==> src/rtl/pwm_multi_ch.sv <==
// Multi-channel PWM generator: one shared edge- or center-aligned period counter
// and NCH compare channels. Period/compare writes are double-buffered and applied at period boundaries.
module pwm_multi_ch #(
  parameter int CW  = 16,
  parameter int NCH = 4
) (
  input  logic              clk,
  input  logic              rst,
  input  logic              en,
  input  logic              center_mode,
  input  logic              upd,
  input  logic [CW-1:0]     max_count,
  input  logic [NCH*CW-1:0] cmp_val,
  output logic [NCH-1:0]    pwm_out,
  output logic              period_strb,
  output logic              upd_pend
);

  logic [CW-1:0]     cnt, cnt_nxt;
  logic              dir_dn, dir_dn_nxt;
  logic [CW-1:0]     max_act, max_shd;
  logic [NCH*CW-1:0] cmp_act, cmp_shd;
  logic              mode_act, mode_shd;
  logic              term;
  logic              apply_shd;

  // A triangle with max_act<=1 has no down slope, so it wraps straight from the top.
  always_comb begin
    term       = 1'b0;
    cnt_nxt    = '0;
    dir_dn_nxt = 1'b0;
    if (mode_act) begin
      if (max_act <= CW'(1)) term = (cnt == max_act);
      else                   term = dir_dn && (cnt == CW'(1));
    end else begin
      term = (cnt == max_act);
    end
    if (en && !term) begin
      if (!mode_act || (!dir_dn && cnt != max_act)) begin
        cnt_nxt    = cnt + 1'b1;
        dir_dn_nxt = dir_dn;
      end else begin
        cnt_nxt    = cnt - 1'b1;
        dir_dn_nxt = 1'b1;
      end
    end
    apply_shd = upd_pend && (!en || term);
  end

  always_ff @(posedge clk) begin
    if (rst) begin
      cnt         <= '0;
      dir_dn      <= 1'b0;
      max_act     <= '0;
      cmp_act     <= '0;
      mode_act    <= 1'b0;
      max_shd     <= '0;
      cmp_shd     <= '0;
      mode_shd    <= 1'b0;
      upd_pend    <= 1'b0;
      pwm_out     <= '0;
      period_strb <= 1'b0;
    end else begin
      cnt    <= cnt_nxt;
      dir_dn <= dir_dn_nxt;
      if (apply_shd) begin
        max_act  <= max_shd;
        cmp_act  <= cmp_shd;
        mode_act <= mode_shd;
        upd_pend <= 1'b0;
      end
      // A capture on the apply edge refills the shadow and keeps the update pending.
      if (upd) begin
        max_shd  <= max_count;
        cmp_shd  <= cmp_val;
        mode_shd <= center_mode;
        upd_pend <= 1'b1;
      end
      for (int i = 0; i < NCH; i++) begin
        pwm_out[i] <= en && (cnt < cmp_act[i*CW +: CW]);
      end
      period_strb <= en && (cnt_nxt == '0);
    end
  end

endmodule

==> config.mk <==
export PLATFORM = sky130hd
export DESIGN_NAME = pwm_multi_ch
export DESIGN_NICKNAME = d
export VERILOG_FILES = /design/src/rtl/pwm_multi_ch.sv
export SDC_FILE = /design/constraint.sdc
export NUM_CORES = 1
export LEC_CHECK = 0
export CAP_MARGIN = 20
export CORE_MARGIN = 5
export CORE_UTILIZATION = 51
export DETAILED_ROUTE_END_ITERATION = 10
export PLACE_DENSITY = 0.76
export SLEW_MARGIN = 20
export SYNTH_ARGS = -nofsm -noshare
export SYNTH_HDL_FRONTEND = slang
export SYNTH_SLANG_ARGS = --single-unit
export TNS_END_PERCENT = 30
==> constraint.sdc <==
create_clock -name clk -period 2.75 [get_ports clk]
set_input_delay 0.55 -clock clk [delete_from_list [all_inputs] [get_ports clk]]
set_output_delay 0.55 -clock clk [all_outputs]
set_load 0.02 [all_outputs]
# Word-level counts from Yosys, hierarchy flattened
# Cells that the tools add are included.
# word_totals
register_bits	185
latchBits	0
ram_bits	0
mem_bits_ro	0
inputBits	85
n_memories	0
# classes
add_sub_neg	2
mul	0
div	0
magnitude_cmp	5
eq_ne	3
shift	0
n_mux	6
bitwise_logic	1
reduce_logical	18
# op_table
cell	count
< comparator 16 bit	4
two-way mux 16 bit	2
adder 16 x 1 -> 16 bit (second input constant)	1
== test 16 x 1 -> 1 bit (second input constant)	1
== test 16 bit	1
less-or-equal comparator 16 x 1 -> 1 bit (second input constant)	1
logical NOT 16 bit	1
!= test 16 bit	1
subtractor 16 x 1 -> 16 bit (second input constant)	1
logical AND 1 bit	9
logical NOT 1 bit	4
two-way mux 1 bit	4
logical OR 1 bit	2
nonzero test 2 bit	1
OR reduction 2 bit	1
inverter 1 bit	1

# Logic depth before layout (Yosys ltp)
# Gate-level depths: netlist of run 1.
# logic_depth
ltp_word	9
ltp_mapped	12
ltp_nobuf	10

# Worst setup path after synthesis of run 1
# Ideal clock, no wire load.
# synth_timing
kind	register to register
startpoint	reg cnt[7]
endpoint	reg period_strb
setup_ns	0.103
arrival_ns	2.508
t_required_ns	2.647
setup_slack_ns	0.138
stages_incl_launch_ff	11
path_buffers	2
cell_sequence	dfxtp_1 buf_2 xnor2_1 nand4_1 nor4_4 o21ai_4 buf_6 o41ai_1 xnor2_1 nand4_1 a2111oi_2
# synth_between
elab_chain_cells	9
elab_cells_between_ends	16
classes_between	add/sub: 2; eq/ne: 3; mux: 4; reduce/logical: 7
# synth_lines
item	line_no	source
start, declared	19	logic [CW-1:0] cnt, cnt_nxt;
start signal, assigned	64	cnt <= cnt_nxt;
parallel branches: the longest is 6 deep, another holds subtractor 16 x 1 -> 16 bit	--	
two-way mux 16 bit *	38	if (en && !term) begin
logical NOT 16 bit *	82	period_strb <= en && (cnt_nxt == '0);
logical AND 1 bit *	82	
end signal, assigned	82	
end, declared	15	output logic period_strb,
# Mark *: on every way between the ends.
# A chain may end at the register's enable or synchronous reset.

# Final worst setup path of run 1
# layout_timing
startpoint	reg cnt[6]
endpoint	reg cmp_act[46]
# layout_between
elab_chain_cells	6
elab_cells_between_ends	7
classes_between	eq/ne: 2; mux: 2; reduce/logical: 3
# layout_lines
item	line_no	source
== test 16 x 1 -> 1 bit	34	else term = dir_dn && (cnt == CW'(1));
logical AND 1 bit	34	
two-way mux 1 bit	33	if (max_act <= CW'(1)) term = (cnt == max_act);
two-way mux 1 bit *	32	if (mode_act) begin
logical OR 1 bit *	47	apply_shd = upd_pend && (!en || term);
logical AND 1 bit *	47	
end signal, assigned	68	cmp_act <= cmp_shd;
end, declared	22	logic [NCH*CW-1:0] cmp_act, cmp_shd;
# Every way passes the cells marked *; elsewhere a longest branch is shown, timed or not.

==> results of run 1 <==
-- worst paths after layout --
path | start | end | depth (start not counted)
setup reg to reg | cnt[6] | cmp_act[46] | 9
setup / recovery | cnt[6] | cmp_act[46] | 9
hold reg to reg | cmp_shd[61] | cmp_act[61] | 2
hold / removal | cmp_shd[61] | cmp_act[61] | 2
-- synth_stat cells (all sizes together), types with 7 or more instances --
cell type,number
nand2b,7
xor2,9
buf,29
mux2i,92
nand2,182
nand4,13
dfxtp,185
nor2,119
inv,74
xnor2,24
or3,7
a21oi,104
a21o,28
o21ai,8
nand3,9
nor3,9
ha,63
a41oi,8
clkbuf,27
-- layout by cell type (no fill, tap or decap), drive strengths merged, types with 2 or more instances in the layout --
master and instances:
clkinv 3, xor2 9, nor2b 2, dfxtp 185, or3 7, a41oi 8
and4 3, nor4 6, mux2i 92, nand2 182, a21o 28, nor3 9
xnor2 24, nand3 9, inv 76, nand2b 7, nor2 119, nand4 13
ha 63, bufinv 2, clkdlybuf4s50 88, clkbuf 22, o21ai 8, a21oi 104
o211ai 4, buf 35, clkinvlp 3
-- flip-flops by register name, summed over array words and instances (netlist names) --
signal and count:
mode_act 1, dir_dn 1, max_shd 16, period_strb 1
max_act 16, cnt 16, cmp_shd 64, cmp_act 64
pwm_out 4, upd_pend 1, mode_shd 1
-- cell families after synthesis --
| kind of cell | share of synthesized area (%) |
|---|---|
| AND/OR/NAND/NOR | 17.4 |
| flip-flops | 42.4 |
| AO/OA/AOI/OAI | 10.8 |
| buffers and inverters | 6.21 |
| multiplexers | 10.5 |
| adder cells (fa/ha/maj) | 9.02 |
| XOR/XNOR | 3.65 |
-- worst max-delay path, stage by stage (launching register included) --
cell and delay, ns:
sky130_fd_sc_hd__dfxtp_1 0.39, sky130_fd_sc_hd__nor4_4 0.35, sky130_fd_sc_hd__nand3_1 0.19, sky130_fd_sc_hd__or3_1 0.43, sky130_fd_sc_hd__o31ai_2 0.34, sky130_fd_sc_hd__a21oi_2 0.16, sky130_fd_sc_hd__nand2b_2 0.25, sky130_fd_sc_hd__buf_12 0.20
sky130_fd_sc_hd__nand2_1 0.11, sky130_fd_sc_hd__a21oi_1 0.07
-- through the flow --
stage	TNS (ns)	std cells	util, %	worst slack, ns
after floorplan	0	1022	-	0.138
after global placement	0	1308	59.6	0.150
after detailed placement	0	1308	59.6	0.114
after CTS	0	1340	63.2	0.0312
after global routing	-2.32	1341	63.4	-0.0969
final	0	1341	63.4	0.0639
-- metal layers --
metal | global-route usage, % | vias to the layer above
met2 | 34.9 | 145
met1 | 27.4 | 3255
li1 | - | 3563
met5 | 0 | -
met3 | 4.06 | 29
met4 | 6.83 | 0
-- final cells by class --
type | count | area, um^2 | share of cell area, %
flip-flops and latches | 185 | 3710 | 35.0
inverters | 74 | 278 | 2.62
multi-input cells | 707 | 4520 | 42.7
clock inverters | 10 | 115 | 1.09
well taps | 220 | 275 | 2.60
repair buffers | 123 | 1210 | 11.4
clock buffers | 22 | 484 | 4.58
-- timing repair --
action	4_1_cts	5_1_grt
setup endpoints to repair	0	82
resized for setup	0	5
buffers inserted	0	1
hold endpoints to repair	0	0
-- power by group through the flow --
| stage | logic [mW] | registers, mW | clock network (mW) |
|---|---|---|---|
| 6_report | 0.872 | 2.88 | 2.46 |
| 5_1_grt | 0.966 | 2.89 | 2.64 |
| 4_1_cts | 0.868 | 2.88 | 2.50 |
| 3_5_place_dp | 0.859 | 2.94 | 0 |
| 3_3_place_gp | 0.848 | 2.94 | 0 |
| 2_1_floorplan | 0.531 | 2.93 | 0 |
==> results.sh, run 1 <==
export IMPL_status="finished, final reports clean"
export IMPL_wl_um=20300
export IMPL_design_core_area_mm2=0.0167
export IMPL_grt_first_pass_wirelength_um=33800
export IMPL_die_ar_mm2=0.0199
export IMPL_power_static_leakage_nw=4.37
export IMPL_layout_min_cycle_time_ns=2.69
export IMPL_n_antenna_cell=0
export IMPL_mapped_nets=1170
export IMPL_initial_core_util_pct=52.3
export IMPL_postSynthCellCount=1022
export IMPL_worst_setup_path_start_kind="flop"
export IMPL_worst_endpoint_required_ns=3.03
export IMPL_timing_max_cap_violations=0
export IMPL_r2r_setup_slack_ns=0.06
export IMPL_cts_htree_levels=4
export IMPL_grt_antenna_before_repair=0
export IMPL_root_buffer="sky130_fd_sc_hd__clkbuf_16"
export IMPL_pwr_density_cell_mw_per_mm2=587
export IMPL_top_layer="met4"
export IMPL_met2_length_um=9870
export IMPL_synth_ff_latch_count=185
export IMPL_fin_worst_hold_slack_ns=0.452
export IMPL_initialDrtViolationCount=415
export IMPL_layout_filler_cells=1443
export IMPL_route_layer_met1_wl_um=9150
export IMPL_clk_path_buf_depth=2
export IMPL_power_share_switching_pct=25.0
export IMPL_unrepaired_setup_endpoints_after_global_routing="yes"
export IMPL_synthDominantAreaCellType="sky130_fd_sc_hd__dfxtp_1"
export IMPL_path_class_of_the_lowest_slack_min_delay_path="reg2reg"
export IMPL_chipWidth_um=141
export IMPL_synth_edff_count=0
export IMPL_slew_headroom_pct=44.6
export IMPL_met3RoutedLength_um=805
export IMPL_avgViaCountPerCell=5.21
export IMPL_worstPathArrival_ns=2.96
export IMPL_nNetsFinal=1256
export IMPL_clkLatencyLatePin_ns=0.43
export IMPL_internal_power_mw=4.66
export IMPL_ios=91
export IMPL_finalSetupViolCount=0
export IMPL_track_usage_pct=20.9
export IMPL_gpl_final_weighted_congestion=0.928
export IMPL_clk_pin_slew_ns=0.07
export IMPL_vias=6992
export IMPL_stdcell_area_mm2=0.0106
export IMPL_synthArstFlopShare_pct=0
export IMPL_share_seq_of_total_power_pct=46.3
export IMPL_post_route_cells_drive_above_1_share_pct=7.40
export IMPL_detailed_routing_iteration_count_for_the_pre_antenna_repair_pass=5
export IMPL_share_clk_of_total_power_pct=39.7
export IMPL_worst_path_max_fanout=69
export IMPL_synth_yosys_warnings=0
export IMPL_signed_area_change_from_the_synthesized_netlist_to_the_final_layout_pct=21.1
export IMPL_place_hpwl_um=13700
export IMPL_clock_sinks=185
export IMPL_max_freq_mhz=372
export IMPL_power_total_mw=6.22
export IMPL_yosysSeqAreaShare_pct=42.4
export IMPL_antenna_left=0
export IMPL_synthTopCellsByArea="sky130_fd_sc_hd__dfxtp_1 42%, sky130_fd_sc_hd__mux2i_1 11%, sky130_fd_sc_hd__ha_1 9.0%"
export IMPL_placedInstanceArea_mm2=0.00996
export IMPL_global_route_overflow_total=0
export IMPL_timing_worst_slew_pin_value_ns=0.830
export IMPL_number_of_distinct_library_cell_variants_in_the_gate_level_netlist_after_synthesis=42
export IMPL_worst_ir_drop_vdd_mv=0.448
export IMPL_power_frac_comb_pct=14.0
export IMPL_final_hold_viol_count=0
export IMPL_grt_max_degree=167
export IMPL_cts_hold_buf=0
export IMPL_row_count=47
export IMPL_dr_wl_cell_um=15.1
export IMPL_critical_path_endpoint_type="flop"
export IMPL_synthFlopType="sky130_fd_sc_hd__dfxtp_1"
export IMPL_post_synth_top_area_fraction_pct=42.4
export IMPL_grt_pass1_vias=6819
export IMPL_period_utilization_post_route_pct=97.7
export IMPL_path_class="reg2reg"
export IMPL_netlist_area_mm2=0.00874
export IMPL_remaining_drc_errors=0
export IMPL_port_buffer_count=90
export IMPL_cts_tree="done"
export IMPL_finalMaxSlewViolations=0
export IMPL_cts_made_buffers=17
export IMPL_power_switching_mw=1.55
export IMPL_avgSynthCellArea_um2=8.55
export IMPL_worst_clock_skew_ns=0.00988
export IMPL_die_h_um=141
Note: power is estimated with default switching activity, not from simulation.
==> inputs of run 2 (changes only) <==
--- a/config.mk
+++ b/config.mk
@@ -10,6 +10,7 @@
 export CORE_UTILIZATION = 51
 export DETAILED_ROUTE_END_ITERATION = 10
 export PLACE_DENSITY = 0.76
+export SKIP_LAST_GASP = 1
 export SLEW_MARGIN = 20
 export SYNTH_ARGS = -nofsm -noshare
 export SYNTH_HDL_FRONTEND = slang
==> run 2 against run 1 <==
  * Cell count did not move
  * Maximum frequency fell by 0.36%
  * Setup slack got worse by 0.0098 ns
  * Non-clock buffer count did not move
  * Clock skew rose by 0.0011 ns
  * Critical path depth did not move
  * Clock power barely moved
  * Total power barely moved
  * Critical path type unchanged
  * Largest power group unchanged
  * Highest routed layer unchanged
==> results.sh, run 2 (synthesis results as in run 1) <==
export IMPL_status="finished, final reports clean"
export IMPL_worst_ir_drop_vdd_mv=0.444
export IMPL_grt_antenna_before_repair=0
export IMPL_detailed_routing_iteration_count_for_the_pre_antenna_repair_pass=5
export IMPL_timing_max_cap_violations=0
export IMPL_dr_wl_cell_um=15.1
export IMPL_postLayoutCoreUtil_pct=63.4
export IMPL_die_h_um=141
export IMPL_finalSetupViolCount=0
export IMPL_worst_clock_skew_ns=0.0110
export IMPL_worstPathArrival_ns=2.97
export IMPL_top_regs="cmp_act x64, cmp_shd x64"
export IMPL_period_utilization_post_route_pct=98.0
export IMPL_power_static_leakage_nw=4.37
export IMPL_cts_hold_buf=0
export IMPL_vias=6965
export IMPL_initial_core_util_pct=52.3
export IMPL_worst_endpoint_required_ns=3.02
export IMPL_cp_slowest_stage_delay_ns=0.43
export IMPL_remaining_drc_errors=0
export IMPL_design_core_area_mm2=0.0167
export IMPL_cts_tree="done"
export IMPL_worst_path_max_fanout=69
export IMPL_placement_setup_worst_slack_ns=0.114
export IMPL_path_class_of_the_lowest_slack_min_delay_path="reg2reg"
export IMPL_power_switching_mw=1.55
export IMPL_clk_pin_slew_ns=0.07
export IMPL_max_freq_mhz=371
export IMPL_grt_max_degree=167
export IMPL_die_ar_mm2=0.0199
export IMPL_grt_pass1_vias=6819
export IMPL_timing_final_ws_setup_ns=0.0541
export IMPL_slew_headroom_pct=45.1
export IMPL_unrepaired_setup_endpoints_after_global_routing="yes"
export IMPL_stdcell_area_mm2=0.0106
export IMPL_placedInstanceArea_mm2=0.00996
export IMPL_ios=91
export IMPL_clock_sinks=185
export IMPL_signed_area_change_from_the_synthesized_netlist_to_the_final_layout_pct=21.1
export IMPL_timing_critical_path_max_delay_family="simple AND/OR/NAND/NOR gates"
export IMPL_antenna_left=0
export IMPL_layout_min_cycle_time_ns=2.70
export IMPL_critical_path_endpoint_type="flop"
export IMPL_nNetsFinal=1256
export IMPL_power_frac_comb_pct=14.0
export IMPL_worst_setup_path_start_kind="flop"
export IMPL_avgViaCountPerCell=5.19
export IMPL_timing_worst_slew_pin_value_ns=0.824
export IMPL_gpl_final_weighted_congestion=0.928
export IMPL_finalMaxSlewViolations=0
export IMPL_share_clk_of_total_power_pct=39.6
export IMPL_place_detailed_instances=1308
export IMPL_power_share_switching_pct=25.0
export IMPL_internal_power_mw=4.66
export IMPL_layoutNonFillerInstCount=1341
export IMPL_path_class="reg2reg"
export IMPL_worstPathCellList="nor4_4, nand3_1, or3_1, o31ai_2, a21oi_2, nand2b_2, buf_12, nand2_1, a21oi_1"
export IMPL_critical_path_slowest_cell="sky130_fd_sc_hd__or3_1"
export IMPL_cts_made_buffers=17
export IMPL_port_buffer_count=90
export IMPL_global_route_overflow_total=0
export IMPL_cts_htree_levels=4
export IMPL_share_seq_of_total_power_pct=46.3
export IMPL_post_route_cells_drive_above_1_share_pct=7.40
export IMPL_initialDrtViolationCount=405
export IMPL_clk_path_buf_depth=2
export IMPL_pwr_density_cell_mw_per_mm2=587
export IMPL_wl_um=20300
export IMPL_clkLatencyLatePin_ns=0.43
export IMPL_place_hpwl_um=13700
export IMPL_mostFrequentLayoutCells="182 x sky130_fd_sc_hd__nand2_1, 182 x sky130_fd_sc_hd__dfxtp_1, 119 x sky130_fd_sc_hd__nor2_1, 102 x sky130_fd_sc_hd__a21oi_1, 92 x sky130_fd_sc_hd__mux2i_1"
export IMPL_row_count=47
export IMPL_grt_first_pass_wirelength_um=33800
export IMPL_power_total_mw=6.21
export IMPL_chipWidth_um=141
export IMPL_track_usage_pct=20.9
export IMPL_root_buffer="sky130_fd_sc_hd__clkbuf_16"
export IMPL_final_hold_viol_count=0
export IMPL_n_antenna_cell=0
export IMPL_cp_num_buf_inv=1
run 2: cell counts in the layout (fill, tap and decap cells not counted):
Identical to the previous run, type by type.
run 2: what timing repair did:
action	in CTS	in global routing
setup endpoints to repair	0	82
gates resized for setup	0	5
setup buffers	0	1
hold endpoints to repair	0	0
run 2: area by class of cell:
cell class / count / area (um^2)
clock buffer: 22 / 484
sequential: 185 / 3710
inverter: 74 / 278
multi-input combinational: 707 / 4520
clock inverter: 10 / 115
fill: 1443 / 6120
timing repair buffer: 123 / 1210
tap: 220 / 275
run 2: power by group through the flow:
| stage | sequential, mW | combinational [mW] | clock, mW |
|---|---|---|---|
| 4_1_cts | 2.88 | 0.868 | 2.50 |
| 5_1_grt | 2.89 | 0.966 | 2.64 |
| 2_1_floorplan | 2.93 | 0.531 | 0 |
| 3_3_place_gp | 2.94 | 0.848 | 0 |
| 6_report | 2.88 | 0.873 | 2.46 |
| 3_5_place_dp | 2.94 | 0.859 | 0 |
run 2: through the flow:
step | TNS (ns) | hold WS [ns]
3_3_place_gp | 0 | 0.440
6_report | 0 | 0.451
3_5_place_dp | 0 | 0.444
2_1_floorplan | 0 | 0.431
5_1_grt | -2.32 | 0.468
4_1_cts | 0 | 0.454
run 2: routing by layer:
metal | part of all wire, % | track usage [%] | up-vias
met5 | 0 | 0 | -
met4 | 2.0 | 6.83 | 0
met3 | 3.4 | 4.06 | 26
met2 | 49 | 34.9 | 134
met1 | 46 | 27.4 | 3245
li1 | - | - | 3560
run 2: path summary, 6_finish.rpt:
check | cells past startpoint | endpoint | from | slack, ns
hold reg to reg | 2 | cmp_act[61] | cmp_shd[61] | 0.45
setup reg to reg | 9 | cmp_act[46] | cnt[6] | 0.05
setup / recovery | 9 | cmp_act[46] | cnt[6] | 0.05
hold / removal | 2 | cmp_act[61] | cmp_shd[61] | 0.45
run 2: worst register-to-register path: stages, from the launching register on:
cell                       delay, ns
sky130_fd_sc_hd__dfxtp_1        0.39
sky130_fd_sc_hd__nor4_4         0.35
sky130_fd_sc_hd__nand3_1        0.19
sky130_fd_sc_hd__or3_1          0.43
sky130_fd_sc_hd__o31ai_2        0.34
sky130_fd_sc_hd__a21oi_2        0.16
sky130_fd_sc_hd__nand2b_2       0.25
sky130_fd_sc_hd__buf_12         0.20
sky130_fd_sc_hd__nand2_1        0.16
sky130_fd_sc_hd__a21oi_1        0.07
